**src/rtl/gpio_bus_responder_pkg.sv**
```systemverilog
// Shared definitions for the GPIO bus responder: register offsets and address decode.
package gpio_bus_responder_pkg;

  localparam logic [1:0] OFF_OUT   = 2'd0;
  localparam logic [1:0] OFF_IN    = 2'd1;
  localparam logic [1:0] OFF_EDGE  = 2'd2;
  localparam logic [1:0] OFF_IRQEN = 2'd3;

  localparam int unsigned BUS_W = 32;

  // Block occupies one 16-byte window; only addr[31:4] take part in the match.
  function automatic logic addr_hit(input logic [BUS_W-1:0] addr,
                                    input logic [BUS_W-1:0] base);
    return ((addr ^ base) & 32'hFFFF_FFF0) == '0;
  endfunction

endpackage

```
**src/rtl/sync_chain.sv**
```systemverilog
// Multibit input synchroniser: STAGES flops in series, synchronous reset to zero.
module sync_chain #(
  parameter int unsigned WIDTH  = 8,
  parameter int unsigned STAGES = 2
) (
  input  logic             clk,
  input  logic             reset,
  input  logic [WIDTH-1:0] d_i,
  output logic [WIDTH-1:0] q_o
);

  logic [STAGES-1:0][WIDTH-1:0] stage_q, stage_d;

  always_comb begin
    stage_d = {stage_q[STAGES-2:0], d_i};
  end

  always_ff @(posedge clk) begin
    if (reset) begin
      stage_q <= '0;
    end else begin
      stage_q <= stage_d;
    end
  end

  assign q_o = stage_q[STAGES-1];

endmodule

```
**src/rtl/gpio_bus_responder.sv**
```systemverilog
// Memory-mapped GPIO: output register, synchronised inputs, sticky rising-edge
// flags with write-one-to-clear, and a per-bit enabled level interrupt.
module gpio_bus_responder
  import gpio_bus_responder_pkg::*;
#(
  parameter logic [31:0] BASE_ADDR   = 32'h1001_0000,
  parameter int unsigned GPIO_W      = 8,
  parameter int unsigned SYNC_STAGES = 2
) (
  input  logic              clk,
  input  logic              reset,
  input  logic [31:0]       addr_i,
  input  logic              wr_en_i,
  input  logic [31:0]       wdata_i,
  output logic [31:0]       rdata_o,
  output logic              hit_o,
  input  logic [GPIO_W-1:0] pins_i,
  output logic [GPIO_W-1:0] pins_o,
  output logic              irq_o
);

  logic [GPIO_W-1:0] out_q, out_d;
  logic [GPIO_W-1:0] irqen_q, irqen_d;
  logic [GPIO_W-1:0] edge_q, edge_d;
  logic [GPIO_W-1:0] prev_q, prev_d;
  logic              irq_q, irq_d;

  logic [GPIO_W-1:0] sync;
  logic [GPIO_W-1:0] rise;
  logic [GPIO_W-1:0] clr;
  logic [1:0]        off;
  logic              wr;

  // Byte lanes and upper store bits have no meaning for this block.
  logic unused_bus;
  assign unused_bus = ^{addr_i[1:0], wdata_i};

  sync_chain #(
    .WIDTH  (GPIO_W),
    .STAGES (SYNC_STAGES)
  ) u_sync (
    .clk   (clk),
    .reset (reset),
    .d_i   (pins_i),
    .q_o   (sync)
  );

  assign hit_o = addr_hit(addr_i, BASE_ADDR);
  assign off   = addr_i[3:2];
  assign wr    = wr_en_i & hit_o;
  assign rise  = sync & ~prev_q;

  always_comb begin
    out_d   = out_q;
    irqen_d = irqen_q;
    clr     = '0;
    if (wr) begin
      case (off)
        OFF_OUT:   out_d   = wdata_i[GPIO_W-1:0];
        OFF_IN:    ;
        OFF_EDGE:  clr     = wdata_i[GPIO_W-1:0];
        OFF_IRQEN: irqen_d = wdata_i[GPIO_W-1:0];
      endcase
    end
    // A rising edge in the same cycle as its clear keeps the flag set.
    edge_d = (edge_q & ~clr) | rise;
    prev_d = sync;
    irq_d  = |(edge_q & irqen_q);
  end

  always_ff @(posedge clk) begin
    if (reset) begin
      out_q   <= '0;
      irqen_q <= '0;
      edge_q  <= '0;
      prev_q  <= '0;
      irq_q   <= 1'b0;
    end else begin
      out_q   <= out_d;
      irqen_q <= irqen_d;
      edge_q  <= edge_d;
      prev_q  <= prev_d;
      irq_q   <= irq_d;
    end
  end

  always_comb begin
    rdata_o = '0;
    if (hit_o) begin
      case (off)
        OFF_OUT:   rdata_o = 32'(out_q);
        OFF_IN:    rdata_o = 32'(sync);
        OFF_EDGE:  rdata_o = 32'(edge_q);
        OFF_IRQEN: rdata_o = 32'(irqen_q);
      endcase
    end
  end

  assign pins_o = out_q;
  assign irq_o  = irq_q;

endmodule
```
**config.mk**
```make
export PLATFORM = sky130hd
export DESIGN_NAME = gpio_bus_responder
export DESIGN_NICKNAME = d
export VERILOG_FILES = /design/src/rtl/gpio_bus_responder_pkg.sv /design/src/rtl/sync_chain.sv /design/src/rtl/gpio_bus_responder.sv
export SDC_FILE = /design/constraint.sdc
export NUM_CORES = 1
export LEC_CHECK = 0
export BUFFER_PORTS_ARGS = -buffer_cell sky130_fd_sc_hd__buf_2
export CORE_UTILIZATION = 41
export CTS_CLUSTER_SIZE = 28
export DETAILED_ROUTE_END_ITERATION = 12
export GPL_ROUTABILITY_DRIVEN = 0
export GPL_TIMING_DRIVEN = 0
export PLACE_DENSITY = 0.76
export SLEW_MARGIN = 20
export SYNTH_ARGS = -nofsm -noshare
export SYNTH_HDL_FRONTEND = slang
export SYNTH_SLANG_ARGS = --single-unit
```
**constraint.sdc**
```tcl
create_clock -name clk -period 1.4 [get_ports clk]
set_input_delay 0.14 -clock clk [delete_from_list [all_inputs] [get_ports clk]]
set_output_delay 0.14 -clock clk [all_outputs]
set_load 0.01 [all_outputs]
```
After elaboration in Yosys (flattened, before gate mapping). Cells that the tools add are included.

Bits in registers: 49. Bits in latches: 0. RAM bits: 0. Bits in read-only memories: 0. Output and inout bits: 42. Memories kept: 0.

$add $sub $neg: 0. Multiply operators: 0. Divide/modulo/power cells: 0. $lt $le $gt $ge: 0. Equal/unequal tests: 3. Shifts and indexed selects: 0. Muxes and demuxes: 4. Bitwise operators: 8. Reduce and logical (&&, ||, !) cells: 5.

Operators with widths (number): $pmux 32 s4 (1); $logic_not 32->1 (1); $mux 32 (1); $and 8x8->8 (3); $mux 8 (2); $not 8->8 (2); $or 8x8->8 (1); $reduce_or 8->1 (1); $eq 2x2->1 const B (2); $reduce_and 2->1 (2); $eq 2x1->1 const B (1); $logic_not 2->1 (1); $not 2->2 (1); $and 1x1->1 (1).

Longest topological paths before layout.
Word-level depth: 7. Depth in mapped cells: 5. Gate-level depth less buffers: 4.

Modules after synthesis. From an unflattened synthesis, not the netlist that was laid out.

Cell total of the unflattened synthesis: 216. Area, all modules: 2366.0 um2.

Modules (own cells, without submodules): gpio_bus_responder (times used 1, cells an instance 183, area each 1901.8 um2, seq. area each 660.6 um2); sync_chain (times used 1, cells an instance 33, area each 464.2 um2, seq. area each 320.3 um2).

Worst setup path before layout. No wires, ideal clock.

Path type: input to output. Start point: in addr_i[20]. End point: out rdata_o[0]. Data arrival time: 1.298 ns. Data required time: 1.260 ns. Setup slack: -0.038 ns. Stages: 5. Cell sequence: nor4_1 > nand3_2 > or2_1 > clkbuf_1 > nor2b_1.

Word-level cells in the longest chain between the ends: 2.

Ends and longest elaborated chain: start: declaration (line gpio_bus_responder.sv:12) `input logic [31:0] addr_i,`; $logic_not 32->1 (line gpio_bus_responder_pkg.sv:14) `return ((addr ^ base) & 32'hFFFF_FFF0) == '0;`; $mux 32 (line gpio_bus_responder.sv:89) `if (hit_o) begin`; end: declaration (line gpio_bus_responder.sv:15) `output logic [31:0] rdata_o,`.

Every way passes these cells.

Worst setup path after layout.
Start point: in addr_i[12]. End point: out rdata_o[2].

Same word-level chain as after synthesis.

==> key figures <==
Synth
  • Synthesized-area fraction occupied by xor and xnor cells: 0%
  • Proportion of synthesized chip area in sequential cells: 41.7%
  • Fraction of the mapped netlist area in simple logic gates: 30.2%
  • Warning count from the yosys run: 0
  • Mux cell area share after synthesis: 14.5%
  • Gate Count Post-Synth: 218
  • Number of distinct library cells after synthesis: 26
  • Synth Area per Inst: 10.8 sq um
  • Post-Synthesis Cell Area: 0.00235 sq mm
  • Synthesis-stage register bit count: 49
  • Combinational family with the most area after synthesis: simple AND/OR/NAND/NOR gates
  • Compound-Gate Fraction of Synth Area: 4.20%
  • Synthesized-area fraction occupied by adder cells: 0%

Setup path
  • Element type at the critical path start: input pin
  • Crit path arrival time: 1410 ps
  • Critical path start-end classification: in2out
  • CP endpoint kind: output pin
  • Peak per-stage delay on the critical path: 340 ps
  • Critical-path top delay cell: nor4_4
  • Largest driver fanout on the critical path: 5
  • Most common cell type on the critical path: buf_6
  • Cells along the critical path: buf_6, nor4_4, nand4_4, or2_4, clkbuf_16, nor2b_4, buf_6
  • Endpoint required time on the critical path: 1260 ps
  • Number of buffers and inverters on the critical path: 3
  • Cell family with the largest share of critical-path delay: simple AND/OR/NAND/NOR gates

GRT
  • Wire length of the first global-routing pass: 8490 um
  • Initial antenna violation count: 0
  • Number of global-route vias before repair: 1,840
  • Maximum number of pins on one net before global-route repair: 16
  • Overall overflow remaining after global route: 0
  • Combined global-route utilization of all metal layers: 18.4%

Timing
  • Slew at the pin closest to its max-slew limit: 534 ps
  • Min cycle time layout: 1550 ps
  • Setup Skew: 5.95 ps
  • Period utilisation layout: 111%
  • Maximum clock rate: 644 MHz
  • Slew HR: 64.4%
  • Unrepaired setup endpoints after global routing: yes
  • Finish-stage setup viols: 9
  • Hold violation count in the final report: 0
  • Worst setup slack after layout: -154 ps
  • Final number of max-transition violations: 0
  • Sum of negative setup slack: -1180 ps

Cells and area
  • Filler-free cell count of the finished design: 400
  • Antenna diode count: 0
  • Final layout net count: 402
  • Area delta synth->final: 39.9%
  • Most common library cell in the layout ignoring fill and taps: buf_2
  • Post-layout instance area: 0.00329 sq mm
  • Top library cells by usage in the layout, fill and taps aside: 57 x buf_2, 40 x nor2b_1, 35 x buf_4
  • Layout cells sized above 1: 48.5%

Status
  • Violations in the final reports: negative setup slack
  • Status: finished with violations

Detailed routing
  • Post-DR vias/cell: 4.58
  • Routed wirelength normalized by instance count: 13.3 um
  • Pre-Repair DR Iteration Count: 4
  • 1st-iter DRT viols: 78
  • DRC Markers: 0
  • Antenna violation net count after detailed routing: 0
  • Via count of the routed design: 1,832
  • Post-detailed-routing wire length: 5330 um

Clock tree
  • Clock tree root driver cell: clkbuf_8
  • TritonCTS sink count: 49
  • Clock latency on the worst-skew pair: 300 ps
  • TritonCTS clock tree: yes
  • Inserted Clock Buffers: 5
  • H-tree Lvls: 2
  • Maximum clock path buffer count: 2
  • Clock edge transition at the registers on the reported setup and hold paths: 90 ps

Die
  • Die height: 77.7 um
  • # IOs: 117
  • Number of placement rows: 27
  • Placeable core region: 0.00551 sq mm
  • Total die area: 0.00604 sq mm
  • Floorplan die width: 77.7 um
  • Effective utilization at floorplan: 42.7%

Worst hold path
  • Worst hold-check path type: in2reg

Pwr
  • Part of the power in combinational logic: 12.1%
  • Power share of the sequential group: 51.2%
  • Switching power summed over all nets: 640 uW
  • Power density over the cells: 863 mW/mm^2
  • Maximum ir drop on the vdd rail: 0.000555 V
  • Switching share of total power: 22.5%
  • Reported leakage power: 0.00142 uW
  • Cell-internal power: 2200 uW
  • Fraction of power consumed by the clock network: 36.7%

Placed design
  • Worst slack, placed: -376 ps
  • Cell area after placement: 0.00288 sq mm
  • Instance count after placement with tap cells included: 378
  • PortBufs: 65
  • Post-detail-place hpwl: 3660 um

Job
  • Maximum Capacitance Violations: 0
sequential cells by signal (all words and copies together), names as in the netlist:
register / cells
edge_q: 8
irq_o: 1
irqen_q: 8
pins_o: 8
prev_q: 8
u_sync.q_o: 8
u_sync.stage_d: 8
final cells by class:
type,count,area (sq um)
Clock inverter,2,37.5
Buffer,33,238
Sequential cell,49,1000
Multi-Input combinational cell,158,1320
Tap cell,72,90.1
Fill cell,475,2210
Clock buffer,6,82.6
Inverter,1,3.75
Timing Repair Buffer,79,524
power groups by stage:
| stage | logic, uW | clock network [uW] | registers, uW |
|---|---|---|---|
| finish | 343 | 1040 | 1450 |
| global route | 373 | 1130 | 1460 |
| CTS | 336 | 1070 | 1450 |
| detailed placement | 321 | 0 | 1490 |
| floorplan | 211 | 0 | 1480 |
| global placement | 314 | 0 | 1480 |
layer usage:
layer / wire length (um) / vias up / GRT usage, %
met5: 0 / - / 0
li1: - / 906 / -
met2: 2660 / 81 / 33.5
met4: 61 / 0 / 4.91
met1: 2190 / 838 / 20.7
met3: 426 / 7 / 5.53
Yosys cell counts (all sizes together):
| library cell | instances | area [sq um] |
|---|---|---|
| buf | 26 | 189 |
| mux4 | 8 | 180 |
| nand2b | 24 | 150 |
| clkbuf | 7 | 26.3 |
| nand3 | 2 | 15.0 |
| inv | 1 | 3.75 |
| nor4b | 2 | 38.8 |
| nor2b | 48 | 300 |
| nand2 | 2 | 7.51 |
| or2 | 1 | 6.26 |
| conb | 1 | 3.75 |
| mux2i | 16 | 160 |
| nor2 | 9 | 33.8 |
| nor4 | 6 | 104 |
| nor3 | 2 | 32.5 |
| a22oi | 4 | 30.0 |
| a41oi | 1 | 8.76 |
| nand4 | 1 | 21.3 |
| dfxtp | 49 | 981 |
| a211oi | 8 | 60.1 |
timing repair:
action / 4_1_cts / 5_1_grt
pin swaps: 7 / 6
endpoints found under the setup margin: 20 / 17
hold buffers: 0 / 0
buffers inserted: 12 / 1
resized for setup: 36 / 5
cloned: 1 / 0
worst paths after layout:
check | startpoint | end | slack, ps | cells after the start
setup / recovery | addr_i[12] | rdata_o[2] | -150 | 7
hold / removal | pins_i[7] | u_sync.stage_d[15] | 40 | 2
setup reg to reg | u_sync.q_o[0] | edge_q[0] | 430 | 4
hold reg to reg | u_sync.stage_d[8] | u_sync.q_o[0] | 440 | 1
metrics by stage:
step | power [uW] | util, % | hold WS [ps]
final | 2840 | 59.8 | 39.0
after global routing | 2960 | 59.8 | 38.1
after CTS | 2860 | 59.0 | 29.3
after detailed placement | 1810 | 52.3 | 352
after global placement | 1800 | 52.3 | 349
after floorplan | 1690 | - | 268
logic make-up after synthesis:
group                  count (synthesis)
AO/OA/AOI/OAI                         13
buffers and inverters                 34
multiplexers                          24
flip-flops                            49
other                                  1
AND/OR/NAND/NOR                       97
(Power assumes the default switching activity.)
